===== src/rtl/parking_entry_scheduler.sv =====
//==============================================================================
// Module      : parking_entry_scheduler
// Description : Shares one entry gate between lanes A/B: PIN check, gate
//               control, passage detection, occupancy and wrong-PIN blocking.
// Revision    : 1.0 - initial release
//==============================================================================
`default_nettype none

module parking_entry_scheduler #(
    parameter logic [15:0] PIN       = 16'h5990,
    parameter int          MAX_TRIES = 3,
    parameter int          CAPACITY  = 8,
    parameter int          OCC_W     = 4
) (
    input  logic             clk,
    input  logic             rst,
    input  logic             vehicle_arrival_a,
    input  logic [15:0]      code_a,
    input  logic             code_ack_a,
    input  logic             vehicle_arrival_b,
    input  logic [15:0]      code_b,
    input  logic             code_ack_b,
    input  logic             vehicle_left,
    input  logic             vehicle_exit,
    output logic             grant_a,
    output logic             grant_b,
    output logic             gate_open,
    output logic             wrong_pin,
    output logic             block_alarm,
    output logic             lot_full,
    output logic [OCC_W-1:0] occupancy
);

    typedef enum logic [1:0] {
        S_IDLE      = 2'd0,
        S_WAIT_CODE = 2'd1,
        S_OPEN      = 2'd2,
        S_BLOCK     = 2'd3
    } state_t;

    localparam logic [OCC_W-1:0] c_capacity  = OCC_W'(CAPACITY);
    localparam logic [OCC_W-1:0] c_occ_one   = OCC_W'(1);
    localparam logic [3:0]       c_max_tries = 4'(MAX_TRIES);

    // Lane encoding for owner / round-robin pointer: 0 = lane A, 1 = lane B.
    state_t           r_state;
    logic             r_owner;
    logic             r_rr_ptr;
    logic [2:0]       r_fail_cnt;
    logic             r_ack_a_q;
    logic             r_ack_b_q;
    logic [OCC_W-1:0] r_occ;
    logic             r_lot_full;
    logic             r_grant_a;
    logic             r_grant_b;
    logic             r_gate_open;
    logic             r_wrong_pin;
    logic             r_block_alarm;

    state_t           w_state_nx;
    logic             w_owner_nx;
    logic             w_rr_nx;
    logic [2:0]       w_fail_nx;
    logic             w_wrong_nx;
    logic [OCC_W-1:0] w_occ_nx;
    logic             w_attempt;
    logic             w_arrival;
    logic [15:0]      w_code;
    logic             w_pin_ok;
    logic             w_full;
    logic [3:0]       w_fail_inc;
    logic             w_entry;

    // Only the granted lane's rising ack edge counts as an attempt.
    assign w_attempt  = r_owner ? (code_ack_b & ~r_ack_b_q) : (code_ack_a & ~r_ack_a_q);
    assign w_arrival  = r_owner ? vehicle_arrival_b : vehicle_arrival_a;
    assign w_code     = r_owner ? code_b : code_a;
    assign w_pin_ok   = (w_code == PIN);
    assign w_fail_inc = {1'b0, r_fail_cnt} + 4'd1;
    assign w_entry    = (r_state == S_OPEN) && vehicle_left;

    // Refuse grants while the registered flag or the live count says full,
    // so the flag's one-cycle lag can never let the lot overfill.
    assign w_full     = r_lot_full || (r_occ >= c_capacity);

    always_comb begin
        w_state_nx = r_state;
        w_owner_nx = r_owner;
        w_rr_nx    = r_rr_ptr;
        w_fail_nx  = r_fail_cnt;
        w_wrong_nx = 1'b0;
        case (r_state)
            S_IDLE: begin
                if (!w_full) begin
                    if (vehicle_arrival_a && vehicle_arrival_b) begin
                        w_owner_nx = r_rr_ptr;
                        w_state_nx = S_WAIT_CODE;
                    end else if (vehicle_arrival_a) begin
                        w_owner_nx = 1'b0;
                        w_state_nx = S_WAIT_CODE;
                    end else if (vehicle_arrival_b) begin
                        w_owner_nx = 1'b1;
                        w_state_nx = S_WAIT_CODE;
                    end
                end
            end
            S_WAIT_CODE: begin
                if (!w_arrival) begin
                    w_state_nx = S_IDLE;
                    w_fail_nx  = 3'd0;
                end else if (w_attempt) begin
                    if (w_pin_ok) begin
                        w_state_nx = S_OPEN;
                        w_fail_nx  = 3'd0;
                    end else begin
                        w_wrong_nx = 1'b1;
                        if (w_fail_inc < c_max_tries) begin
                            w_fail_nx = w_fail_inc[2:0];
                        end else begin
                            w_state_nx = S_BLOCK;
                            w_fail_nx  = 3'd0;
                        end
                    end
                end
            end
            S_OPEN: begin
                if (vehicle_left) begin
                    w_state_nx = S_IDLE;
                    w_rr_nx    = ~r_owner;
                    w_fail_nx  = 3'd0;
                end
            end
            S_BLOCK: begin
                if (w_attempt && w_pin_ok) begin
                    w_state_nx = S_OPEN;
                    w_fail_nx  = 3'd0;
                end
            end
            default: begin
                w_state_nx = S_IDLE;
            end
        endcase
    end

    always_comb begin
        w_occ_nx = r_occ;
        if (w_entry && vehicle_exit) begin
            w_occ_nx = r_occ;
        end else if (w_entry) begin
            if (r_occ < c_capacity) begin
                w_occ_nx = r_occ + c_occ_one;
            end
        end else if (vehicle_exit && (r_occ != '0)) begin
            w_occ_nx = r_occ - c_occ_one;
        end
    end

    always_ff @(posedge clk) begin
        if (!rst) begin
            r_state       <= S_IDLE;
            r_owner       <= 1'b0;
            r_rr_ptr      <= 1'b0;
            r_fail_cnt    <= 3'd0;
            r_ack_a_q     <= 1'b0;
            r_ack_b_q     <= 1'b0;
            r_occ         <= '0;
            r_lot_full    <= 1'b0;
            r_grant_a     <= 1'b0;
            r_grant_b     <= 1'b0;
            r_gate_open   <= 1'b0;
            r_wrong_pin   <= 1'b0;
            r_block_alarm <= 1'b0;
        end else begin
            r_state       <= w_state_nx;
            r_owner       <= w_owner_nx;
            r_rr_ptr      <= w_rr_nx;
            r_fail_cnt    <= w_fail_nx;
            r_ack_a_q     <= code_ack_a;
            r_ack_b_q     <= code_ack_b;
            r_occ         <= w_occ_nx;
            r_lot_full    <= (r_occ == c_capacity);
            r_grant_a     <= (w_state_nx != S_IDLE) && !w_owner_nx;
            r_grant_b     <= (w_state_nx != S_IDLE) && w_owner_nx;
            r_gate_open   <= (w_state_nx == S_OPEN);
            r_wrong_pin   <= w_wrong_nx;
            r_block_alarm <= (w_state_nx == S_BLOCK);
        end
    end

    assign grant_a     = r_grant_a;
    assign grant_b     = r_grant_b;
    assign gate_open   = r_gate_open;
    assign wrong_pin   = r_wrong_pin;
    assign block_alarm = r_block_alarm;
    assign lot_full    = r_lot_full;
    assign occupancy   = r_occ;

endmodule

`default_nettype wire


===== config.mk =====
export PLATFORM = sky130hd
export DESIGN_NAME = parking_entry_scheduler
export DESIGN_NICKNAME = d
export VERILOG_FILES = /design/src/rtl/parking_entry_scheduler.sv
export SDC_FILE = /design/constraint.sdc
export NUM_CORES = 1
export LEC_CHECK = 0
export BUFFER_PORTS_ARGS = -buffer_cell sky130_fd_sc_hd__buf_2
export CAP_MARGIN = 20
export CORE_ASPECT_RATIO = 0.7
export CORE_MARGIN = 2
export CORE_UTILIZATION = 33
export CTS_CLUSTER_SIZE = 30
export DETAILED_ROUTE_END_ITERATION = 8
export PLACE_DENSITY = 0.7
export SETUP_SLACK_MARGIN = 0.05
export SLEW_MARGIN = 20
export SYNTH_ARGS = -nofsm -noshare
export SYNTH_HDL_FRONTEND = slang
export SYNTH_SLANG_ARGS = --single-unit
export TNS_END_PERCENT = 50

===== constraint.sdc =====
create_clock -name clk -period 2.21 [get_ports clk]
set_input_delay 0.442 -clock clk [delete_from_list [all_inputs] [get_ports clk]]
set_output_delay 0.442 -clock clk [all_outputs]
set_load 0.005 [all_outputs]

; ---- Yosys cells after proc, flatten, opt, wreduce, memory -nomap -nowiden
; Index checks and enable logic that the tools add are counted.
[word_totals]
ff_bits = 19
input_bits = 40
output_inout_bits = 10
word_cells = 84
[op_classes]
addsub = 3
order_cmp = 3
n_eq_ne = 11
muxes = 30
n_bitwise = 6
n_reduce_logical = 18
[ops]
columns = cell, n
row1 = 2-bit 2-to-1 mux, 10
row2 = 3-bit 2-to-1 mux, 6
row3 = 16-bit by 15-bit equality test with 1-bit output (second input constant), 1
row4 = 16-bit 2-to-1 mux, 1
row5 = 4-bit 2-to-1 mux, 3
row6 = 3-bit one-hot mux with 3 select lines, 1
row7 = 2-bit equality test (second input constant), 4
row8 = 1-bit 2-to-1 mux, 8
row9 = 2-bit one-hot mux with 4 select lines, 1
row10 = 4-bit AND reduction, 2
row11 = 1-bit logical AND, 7
row12 = 3-bit by 1-bit adder with 4-bit output (second input constant), 1
row13 = 4-bit by 1-bit adder with 4-bit output (second input constant), 1
row14 = 4-bit equality test (second input constant), 1
row15 = 4-bit greater-or-equal comparator (second input constant), 1
row16 = 4-bit by 2-bit less-than comparator with 1-bit output (second input constant), 1
row17 = 4-bit less-than comparator (second input constant), 1
row18 = 2-bit != test (second input constant), 2
row19 = 1-bit inverter, 4
row20 = 2-bit nonzero test, 2
row21 = 4-bit nonzero test, 1
row22 = 4-bit by 1-bit subtractor with 4-bit output (second input constant), 1
row23 = 3-bit != test (second input constant), 1
row24 = 3-bit AND reduction, 1
row25 = 8 further kinds, 9

; ---- Longest topological paths before layout
; Gate-level depths: netlist (run 1).
[depth]
word_depth = 9
mapped_depth = 8

; ---- Worst setup path after synthesis (run 1)
; OpenSTA, ideal clock, no wires.
[synth_path]
kind = input to register
start = input code_a[5]
end = register r_gate_open, in the netlist gate_open
arrival_time_ns = 1.723
slack_ns = 0.414
stages = 5
path_buffers = 0
path_cell_list = or4b_4 nor3b_1 a32oi_2 a22o_4 nor3b_2
[synth_between]
elab_chain_cells = 7
[synth_rtl]
columns = element, line
row1 = from (decl), 18  ; input logic [15:0] code_a,
row2 = 16-bit 2-to-1 mux *, 77  ; assign w_code = r_owner ? code_b : code_a;
row3 = 16-bit by 15-bit equality test with 1-bit output *, 78  ; assign w_pin_ok = (w_code == PIN);
row4 = 2-bit 2-to-1 mux, 112  ; if (w_pin_ok) begin
row5 = 2-bit 2-to-1 mux, 111  ; end else if (w_attempt) begin
row6 = 2-bit 2-to-1 mux, 108  ; if (!w_arrival) begin
row7 = 2-bit one-hot mux with 4 select lines *, 92  ; case (r_state)
row8 = 2-bit equality test *, 184  ; r_gate_open <= (w_state_nx == S_OPEN);
row9 = to (signal assigned), 184
row10 = to (decl), 56  ; logic r_gate_open;
; Mark *: on every way between the ends. The rest lies on a longest branch, timed or not.
; A chain may end at the register's enable or synchronous reset.

; ---- Worst setup path in the final report (run 1)
[layout_path]
start = register r_state[0]
end = register r_occ[3], in the netlist occupancy[3]
[layout_between]
elab_chain_cells = 5
[layout_rtl]
columns = element, line
row1 = from (decl), 46  ; state_t r_state;
row2 = from (signal assigned), 174  ; r_state <= w_state_nx;
row3 = 2-bit equality test *, 80  ; assign w_entry = (r_state == S_OPEN) && vehicle_left;
row4 = 1-bit logical AND *, 80
row5 = branches (longest 3 deep; another with 3-bit AND reduction), --
row6 = to (signal assigned), 180  ; r_occ <= w_occ_nx;
row7 = to (decl), 52  ; logic [OCC_W-1:0] r_occ;
; Every way passes the cells marked *.

==> impl_results.md, run 1 <==
- Status: complete, no violations
- Yosys top cell by area: dfxtp_1
- Reg2Reg Depth: 8
- IO Port Bufs: 49
- Slowest-stage cell, CP: dfxtp_1
- Hold WC Path Type: input port to flip-flop
- Worst Path Buf+Inv: 1
- Number of global-route vias before repair: between 900 and 1000
- Residual DRC: 0
- Critical path endpoint category: flip-flop
- CP Class: flip-flop to flip-flop
- Drt total wl: 2770 µm
- Setup Skew: 2.21 ps
- Family with the most delay on the worst path: compound AO/OA/AOI/OAI gates
- Final setup TNS: 0 ps
- Initial antenna violation count: 0
- Net Sw Power: 0.501 mW
- Clock buffer depth: 2
- Critical Path, Cell by Cell: inv_1 -> ha_1 -> nand2_2 -> ha_1 -> a21o_1 -> a21oi_1 -> xnor2_1 -> a211oi_1
- CP max stage delay: 390 ps
- Area of the core: 3490 µm²
- Root buffer cell: clkbuf_8
- Fin nets: roughly 230
- Layout fillers: approximately 350
- Initial Utilization: 0.339
- Max reg flops: 4
- Post-route ant nets: 0
- Row cnt: 18
- Final critical-path share of the clock period: 0.862
- CTS sink cnt: 19
- Clk pwr share: 0.188
- Mapped cell area: 1180 µm²
- Reg2Reg Setup Slack: 300 ps
- Net Count, Synth: 179
- Slew @ Worst Pin: 438 ps
- Routed vias/inst: 4.90
- Number of max-cap violations: 0
- Die area: ~4100 µm²
- Seq/Total Area, Yosys: 0.321
- Die width: 75.6 µm
- FF/Latch Area: 380 µm²
- TritonCTS clock tree: built
- 1st-iter DRT viols: between 90 and 100
- Yosys reg bits: 19
- Arrival @ worst endpoint: 2080 ps
- Setup Fix Bufs, Post-CTS: 0
- RSZ-0062 raised after global routing: false
- Most instantiated cells after synthesis: dfxtp_1 (19), nor2_1 (16), ha_1 (9), nand2_1 (9), a21oi_1 (7)
- Highest clock rate: 525 MHz
- Max VDD drop: 0.469 mV
- Startpoint types: flip-flop
- Leakage: 0.687 nW
- Clock buffer count from CTS: 3
- PwrDens: 864 nW/µm²
- Area occupied by multi-input gates: roughly 800 µm²
- Top cell type's share of synthesized area: 0.321
- Switching fraction of total power: 0.374
- Synth warn: 0
- Synthesized instance count: 129
- Hold-fix buffers, CTS: 0
- Global Route Usage Sum: 0.144
- GR Overflow Total: 0
- H-tree depth: 1
- Hold path depth: 2
- Most numerous cell in the Yosys netlist: dfxtp_1
- Hold Crit Start: code_ack_a
- Post-detail-place hpwl: 2290 µm
- Placed Cells: 228
- Drt wl/cell: 11.9 µm
- EDFF count, synth: 0
- Worst reg2reg endpoint: occupancy[3]
- Synth area leaders: dfxtp_1 (32%), ha_1 (9.5%), nor2_1 (5.1%), nor3b_1 (3.2%), a21oi_1 (3.0%)
- Synth unique cells: 47
- Syn_area_per_cell: 9.19 µm²
- Crit-path most repeated cell: ha_1
- Final Hold Vio Count: 0
- Area delta synth->final: 30.6%
- First-pass GRT wire length: about 4400 µm
- Post-synth top flop: dfxtp_1
- Power Internal: 0.837 mW
- FF-to-FF Start: r_state[0]
- Worst-path clk slew: 80 ps
- CP max FO: 6
- # setup viols final: 0
- Max Slew Vio Count: 0
- Hold path endpoint: r_ack_a_q
- Die height: 54.1 µm
- Slew HR: 0.707
- Part of the power in registers: 0.379
- Share of layout cells above drive strength 1: 0.390
- Combinational fraction of design power: 0.433
- Vias: 1137
- Required time worst endpoint: roughly 2400 ps
- Worst Setup SP: r_state[0]
- Antenna Cells: 0
- Gpl congestion: 0.759
- Drt pass-1 iters: 4
- Ports: 50
- Clk Latency, worst-skew pair: 260 ps
- Post-synth ARST share: 0
- Post-route insts no fill: 232
- Min cycle time layout: ~1900 ps
- Largest net degree at the start of global routing: 13
[placed cells by master (no fill, tap or decap), types with 2 or more instances in the layout]
cell type / instances
or4b_4: 2
or2_2: 3
ha_1: 9
dfxtp_1: 19
buf_2: 49
and2_1: 3
or4_1: 2
nor3b_1: 5
inv_1: 6
a211oi_1: 3
o22ai_1: 3
nand4bb_1: 2
xnor2_1: 3
nand2_1: 8
nor4_1: 3
o21ai_0: 3
clkbuf_8: 3
nand3_1: 2
a21oi_1: 7
nor2_1: 16
[power groups by stage]
| stage | sequential [mW] | clock (mW) | combinational (mW) |
|---|---|---|---|
| 2_1_floorplan | 0.498 | 0 | 0.396 |
| 3_3_place_gp | 0.515 | 0 | 0.566 |
| 3_5_place_dp | 0.517 | 0 | 0.574 |
| 4_1_cts | 0.509 | 0.255 | 0.580 |
| 5_1_grt | 0.523 | 0.275 | 0.653 |
| 6_report | 0.507 | 0.251 | 0.579 |
[final cells by class]
cell class / count / share of cell area
Multi-Input combinational cell: 102 / 0.502
Inverter: 7 / 0.0170
Clock inverter: 1 / 0.00485
Sequential cell: 19 / 0.246
Tap cell: 50 / 0.0404
Clock buffer: 3 / 0.0267
Timing Repair Buffer: 50 / 0.163
[per-layer routing]
layer / part of all wire / track usage / wire length, µm / up-vias
li1: - / - / - / 580
met1: 0.50 / 0.221 / 1390 / 531
met2: 0.44 / 0.203 / 1210 / 24
met3: 0.051 / 0.0393 / 142 / 2
met4: 0.0069 / 0.0175 / 19 / 0
met5: 0 / 0 / 0 / -
[repair_timing]
item                                    CTS  global route
resized for setup                         0             1
endpoints found under the hold margin     0             0
endpoints found under the setup margin    0             1
[cells by family (layout without fill, tap and decap cells)]
| family | after synthesis | after routing | share of synthesized area |
|---|---|---|---|
| xor gates and xnor gates | 3 | 3 | 0.0222 |
| adders and majority gates | 10 | 10 | 0.112 |
| DFF | 19 | 19 | 0.321 |
| muxes | 2 | 2 | 0.0180 |
| AOI/OAI and AO/OA | 30 | 30 | 0.191 |
| buffers and inverters | 8 | 61 | 0.0253 |
| and+or+nand+nor | 57 | 57 | 0.310 |
[worst max-delay path by stage]
stage,endpoint,cells after the start
2_1_floorplan,gate_open,5
3_3_place_gp,gate_open,6
3_5_place_dp,r_fail_cnt[0],6
4_1_cts,occupancy[3],8
5_1_grt,occupancy[3],8
6_report,occupancy[3],8
[through the flow]
stage	total power, mW	util	cell area [µm²]	hold slack, ps	setup slack (ps)
6_report	1.34	0.443	1550	397	304
5_1_grt	1.45	0.443	1550	398	143
4_1_cts	1.34	0.443	1550	401	226
3_5_place_dp	1.09	0.429	1500	460	214
3_3_place_gp	1.08	0.429	1500	450	229
2_1_floorplan	0.894	-	1180	428	414
Note: power is estimated with default switching activity, not from simulation.
==> run 2: changes to the inputs <==
Settings changed: CORE_UTILIZATION 33 to 45, PLACE_DENSITY 0.7 to 0.87.
==> run 2 against run 1 <==
Effect of this change:
- sequential power is essentially flat
- first-iteration DRC count shrank 27%
- total power grew 0.83%
- setup slack lost 96 ps
- clock skew shrank 0.65 ps
- hold slack gained 3.9 ps
- register-to-register slack lost 96 ps
- critical path type unchanged
- largest power group unchanged
==> impl_results.md, run 2 (synthesis results as in run 1) <==
- Startpoint types: flip-flop
- Worst-path clk slew: 70 ps
- CP Class: flip-flop to flip-flop
- Critical path endpoint category: flip-flop
- Max VDD drop: approximately 0.35 mV
- RSZ-0062 raised after global routing: false
- Clock buffer depth: 2
- PwrDens: 884 nW/µm²
- Initial Utilization: 0.478
- Number of max-cap violations: 0
- Clock buffer count from CTS: 3
- First-pass GRT wire length: 4820 µm
- GRT met3 Usage: 0.0647
- Post-route ant nets: 0
- Global Route Usage Sum: 0.206
- Reg2Reg Setup Slack: 210 ps
- Status: complete, no violations
- TritonCTS clock tree: built
- Most common library cell in the layout ignoring fill and taps: buf_2
- Met1 Usage GRT: 0.239
- Ports: 50
- Slew @ Worst Pin: 504 ps
- Area of the core: 2480 µm²
- Post-route insts no fill: 216
- Row cnt: 15
- Die height: 46.9 µm
- FF/Latch Area: ~380 µm²
- Placed Cells: 212
- Hold-fix buffers, CTS: 0
- Die width: 65.3 µm
- Layout fillers: 225
- CP max stage delay: 400 ps
- Max reg flops: 4
- Root buffer cell: clkbuf_8
- IO Port Bufs: just under 50
- Post-detail-place hpwl: 2430 µm
- Drt wl/cell: 13.9 µm
- Final Power: 1.35 mW
- Setup Skew: 1.56 ps
- Setup Fix Bufs, Post-CTS: 0
- Residual DRC: 0
- Clk Latency, worst-skew pair: 260 ps
- Area occupied by multi-input gates: 774 µm²
- Number of global-route vias before repair: 1164
- Largest net degree at the start of global routing: 13
- Max Slew Vio Count: 0
- Antenna Cells: 0
- Hold path endpoint: r_ack_b_q
- Most frequent cells in the layout: buf_2 (49), dfxtp_1 (19), nor2_1 (16)
- Drt total wl: 2990 µm
- Final setup TNS: 0 ps
- Required time worst endpoint: roughly 2400 ps
- Highest clock rate: 500 MHz
- Crit-path most repeated cell: ha_1
- # setup viols final: 0
- Share of layout cells above drive strength 1: 0.385
- Vias: 1187
- Post-CTS Resized: 0
- Placement-stage cell area: 1480 µm²
- Routing usage on met2: 0.373
- Fin nets: 233
- GR Overflow Total: 0
- Worst reg2reg endpoint: occupancy[3]
- Critical Path, Cell by Cell: inv_1 -> ha_1 -> nand2_1 -> ha_1 -> a21o_1 -> a21oi_1 -> xnor2_1 -> a211oi_1
- Drt pass-1 iters: 4
- CP max FO: 6
- Initial antenna violation count: 0
- Hold Crit Start: code_ack_b
- Area delta synth->final: 28.7%
- Min cycle time layout: between 2000 and 2500 ps
- Gpl congestion: 0.845
- FF-to-FF Start: r_state[0]
- Arrival @ worst endpoint: 2180 ps
- Slowest-stage cell, CP: dfxtp_1
- Slew HR: 0.659
- Routed vias/inst: 5.50
- Grt peak-use layer: met2
- Hold WC Path Type: input port to flip-flop
- Leakage: just under 0.7 nW
- CTS sink cnt: 19
- Finished Cell Area: 1530 µm²
- Die area: 3070 µm²
- Reg2Reg Depth: 8
- H-tree depth: 1
- Final critical-path share of the clock period: 0.906
- Hold path depth: 2
- Final Hold Vio Count: 0
- 1st-iter DRT viols: 66
- Final Util: 0.616
## run 2: cell counts in the layout (fill, tap and decap cells not counted)
Identical to the previous run, type by type.
## run 2: layout make-up
type | count | share of cell area
timing repair buffer | 50 | 0.166
inverter | 7 | 0.0172
sequential | 19 | 0.249
clock inverter | 1 | 0.00492
multi-input combinational | 102 | 0.508
tap | 34 | 0.0279
clock buffer | 3 | 0.0271
## run 2: worst max path at each step
stage / start / endpoint / slack [ps] / cells after the start
floorplan: code_a[5] / gate_open / 410 / 5
global placement: code_a[5] / gate_open / 270 / 6
detailed placement: code_a[1] / r_fail_cnt[0] / 160 / 6
CTS: r_state[0] / occupancy[3] / 220 / 8
global route: r_state[0] / occupancy[3] / 90 / 8
finish: r_state[0] / occupancy[3] / 210 / 8
## run 2: per-layer routing
metal | up-vias | wire, µm
met4 | 0 | 25
met2 | 48 | 1450
met5 | - | 0
met1 | 550 | 1330
li1 | 585 | -
met3 | 4 | 180
## run 2: critical path: cells and delay by family (launching register included)
family	cells	cell delay (ps)
adder cells (fa/ha/maj)	2	530
flip-flops	1	400
AND/OR/NAND/NOR	1	210
buffers and inverters	1	120
AO/OA/AOI/OAI	3	570
XOR/XNOR	1	90
## run 2: power breakdown
group | leakage, nW | internal, mW | switching (mW)
logic | 0.509 | 0.297 | 0.297
clock network | 0.0217 | 0.127 | 0.120
registers | 0.155 | 0.415 | 0.0928
total | 0.686 | 0.839 | 0.509
## run 2: through the flow
step	hold WS [ps]	worst slack (ps)
after global placement	436	274
after detailed placement	459	162
final	401	209
after floorplan	428	414
after CTS	401	222
after global routing	411	87.3
==> run 3: changes to the inputs <==
Settings changed: BUFFER_PORTS_ARGS -buffer_cell sky130_fd_sc_hd__buf_2 to -buffer_cell sky130_fd_sc_hd__buf_4.
==> run 3 against run 2 <==
Effect of this change:
- via count barely moved
- first-iteration DRC count shrank 17%
- critical path depth is the same
- critical path type unchanged
- critical endpoint unchanged
- highest routed layer unchanged
==> impl_results.md, run 3 (synthesis results as in run 1) <==
- Clock buffer count from CTS: 3
- Top Layer Used: met4
- Area of the core: 2480 µm²
- Die area: between 3000 and 4000 µm²
- Ports: 50
- Max Slew Vio Count: 0
- Routed vias/inst: approximately 5.5
- Wire length on met3: 181 µm
- Hold WC Path Type: input port to flip-flop
- First-pass GRT wire length: between 5000 and 6000 µm
- Reg2Reg Depth: 8
- Placed Cells: 212
- Fin nets: 233
- H-tree depth: 1
- CTS sink cnt: 19
- Vias: 1186
- Number of global-route vias before repair: 1158
- Worst reg2reg endpoint: occupancy[3]
- Slew HR: 0.658
- Reg2Reg Setup Slack: 240 ps
- Initial antenna violation count: 0
- Root buffer cell: clkbuf_8
- PwrDens: 854 nW/µm²
- Highest clock rate: 508 MHz
- Global Route Usage Sum: 0.219
- Die height: 46.9 µm
- Min cycle time layout: 1970 ps
- Critical path endpoint category: flip-flop
- Post-route ant nets: 0
- Arrival @ worst endpoint: 2140 ps
- Drt total wl: 3150 µm
- Hold Crit Start: code_ack_a
- Startpoint types: flip-flop
- CP max FO: 6
- Post-route insts no fill: around 220
- Drt wl/cell: 14.6 µm
- Drt pass-1 iters: 4
- Clk Latency, worst-skew pair: 260 ps
- Final Util: 0.666
- Layout fillers: 193
- Area delta synth->final: 39.3%
- # setup viols final: 0
- Required time worst endpoint: 2390 ps
- Final setup TNS: 0 ps
- Initial Utilization: 0.478
- Slew @ Worst Pin: 511 ps
- Most frequent cells in the layout: buf_4 (50), dfxtp_1 (19), nor2_1 (16)
- Leakage: roughly 0.7 nW
- WHS: 386 ps
- Max VDD drop: 0.620 mV
- Clock buffer depth: 2
- Share of layout cells above drive strength 1: 0.390
- Max reg flops: 4
- Finished Cell Area: 1650 µm²
- Setup Skew: 0.930 ps
- Row cnt: 15
- Largest net degree at the start of global routing: 13
- Antenna Cells: 0
- Most common library cell in the layout ignoring fill and taps: buf_4
- IO Port Bufs: slightly below 50
- Placement-stage cell area: 1600 µm²
- Met1 Wirelength: 1350 µm
- CP Class: flip-flop to flip-flop
- Met2 routed WL: 1550 µm
- Post-detail-place hpwl: roughly 2600 µm
- Hold path endpoint: r_ack_a_q
- Number of max-cap violations: 0
- Setup Fix Bufs, Post-CTS: 0
- Die width: 65.3 µm
- Final critical-path share of the clock period: 0.890
- 1st-iter DRT viols: between 50 and 60
- RSZ-0062 raised after global routing: false
- Hold path depth: 2
- Status: complete, no violations
- FF-to-FF Start: r_state[0]
- Gpl congestion: 0.833
- TritonCTS clock tree: built
- GR Overflow Total: 0
- Worst-path clk slew: 70 ps
- Residual DRC: 0
- Final Hold Vio Count: 0
-- run 3: cell counts in the layout (fill, tap and decap cells not counted) --
No cell type changed its count.
-- run 3: final cells by class --
type | instances | area, µm² | share of cell area
multi-input cells | 102 | 777 | 0.471
flip-flops and latches | 19 | 380 | 0.230
repair buffers | 50 | 375 | 0.227
well taps | 34 | 42.5 | 0.0258
clock buffers | 3 | 41.3 | 0.0250
inverters | 7 | 26.3 | 0.0159
clock inverters | 1 | 7.51 | 0.00455
-- run 3: how the worst max path moves through the flow --
stage / startpoint / to
floorplan: code_a[5] / gate_open
global placement: code_a[5] / gate_open
detailed placement: code_a[1] / r_fail_cnt[0]
CTS: r_state[0] / occupancy[3]
global route: r_state[0] / occupancy[3]
finish: r_state[0] / occupancy[3]
-- run 3: power by group --
part           switching, mW  internal, mW
Combinational          0.305         0.343
Clock                  0.126         0.127
Sequential            0.0932         0.415
-- run 3: per-layer routing --
| metal | global-route usage | vias to the layer above |
|---|---|---|
| met5 | 0 | - |
| met4 | 0.0875 | 0 |
| met3 | 0.0600 | 8 |
| met2 | 0.392 | 39 |
| met1 | 0.260 | 557 |
| li1 | - | 582 |
-- run 3: critical path, cell delays in order, from the launching register on --
cell and delay, ps:
dfxtp_1 400, inv_1 110, ha_1 240, nand2_2 140, ha_1 250, a21o_1 200
a21oi_1 220, xnor2_1 90, a211oi_1 230
-- run 3: through the flow --
stage	power [mW]	setup WS, ps
finish	1.41	243
global placement	1.11	256
floorplan	0.894	414
detailed placement	1.15	131
CTS	1.41	182
global route	1.51	127
-- run 3: repair_timing --
item	in CTS	in global routing
resized for setup	0	1
hold buffers	0	0
setup endpoints to repair	0	1
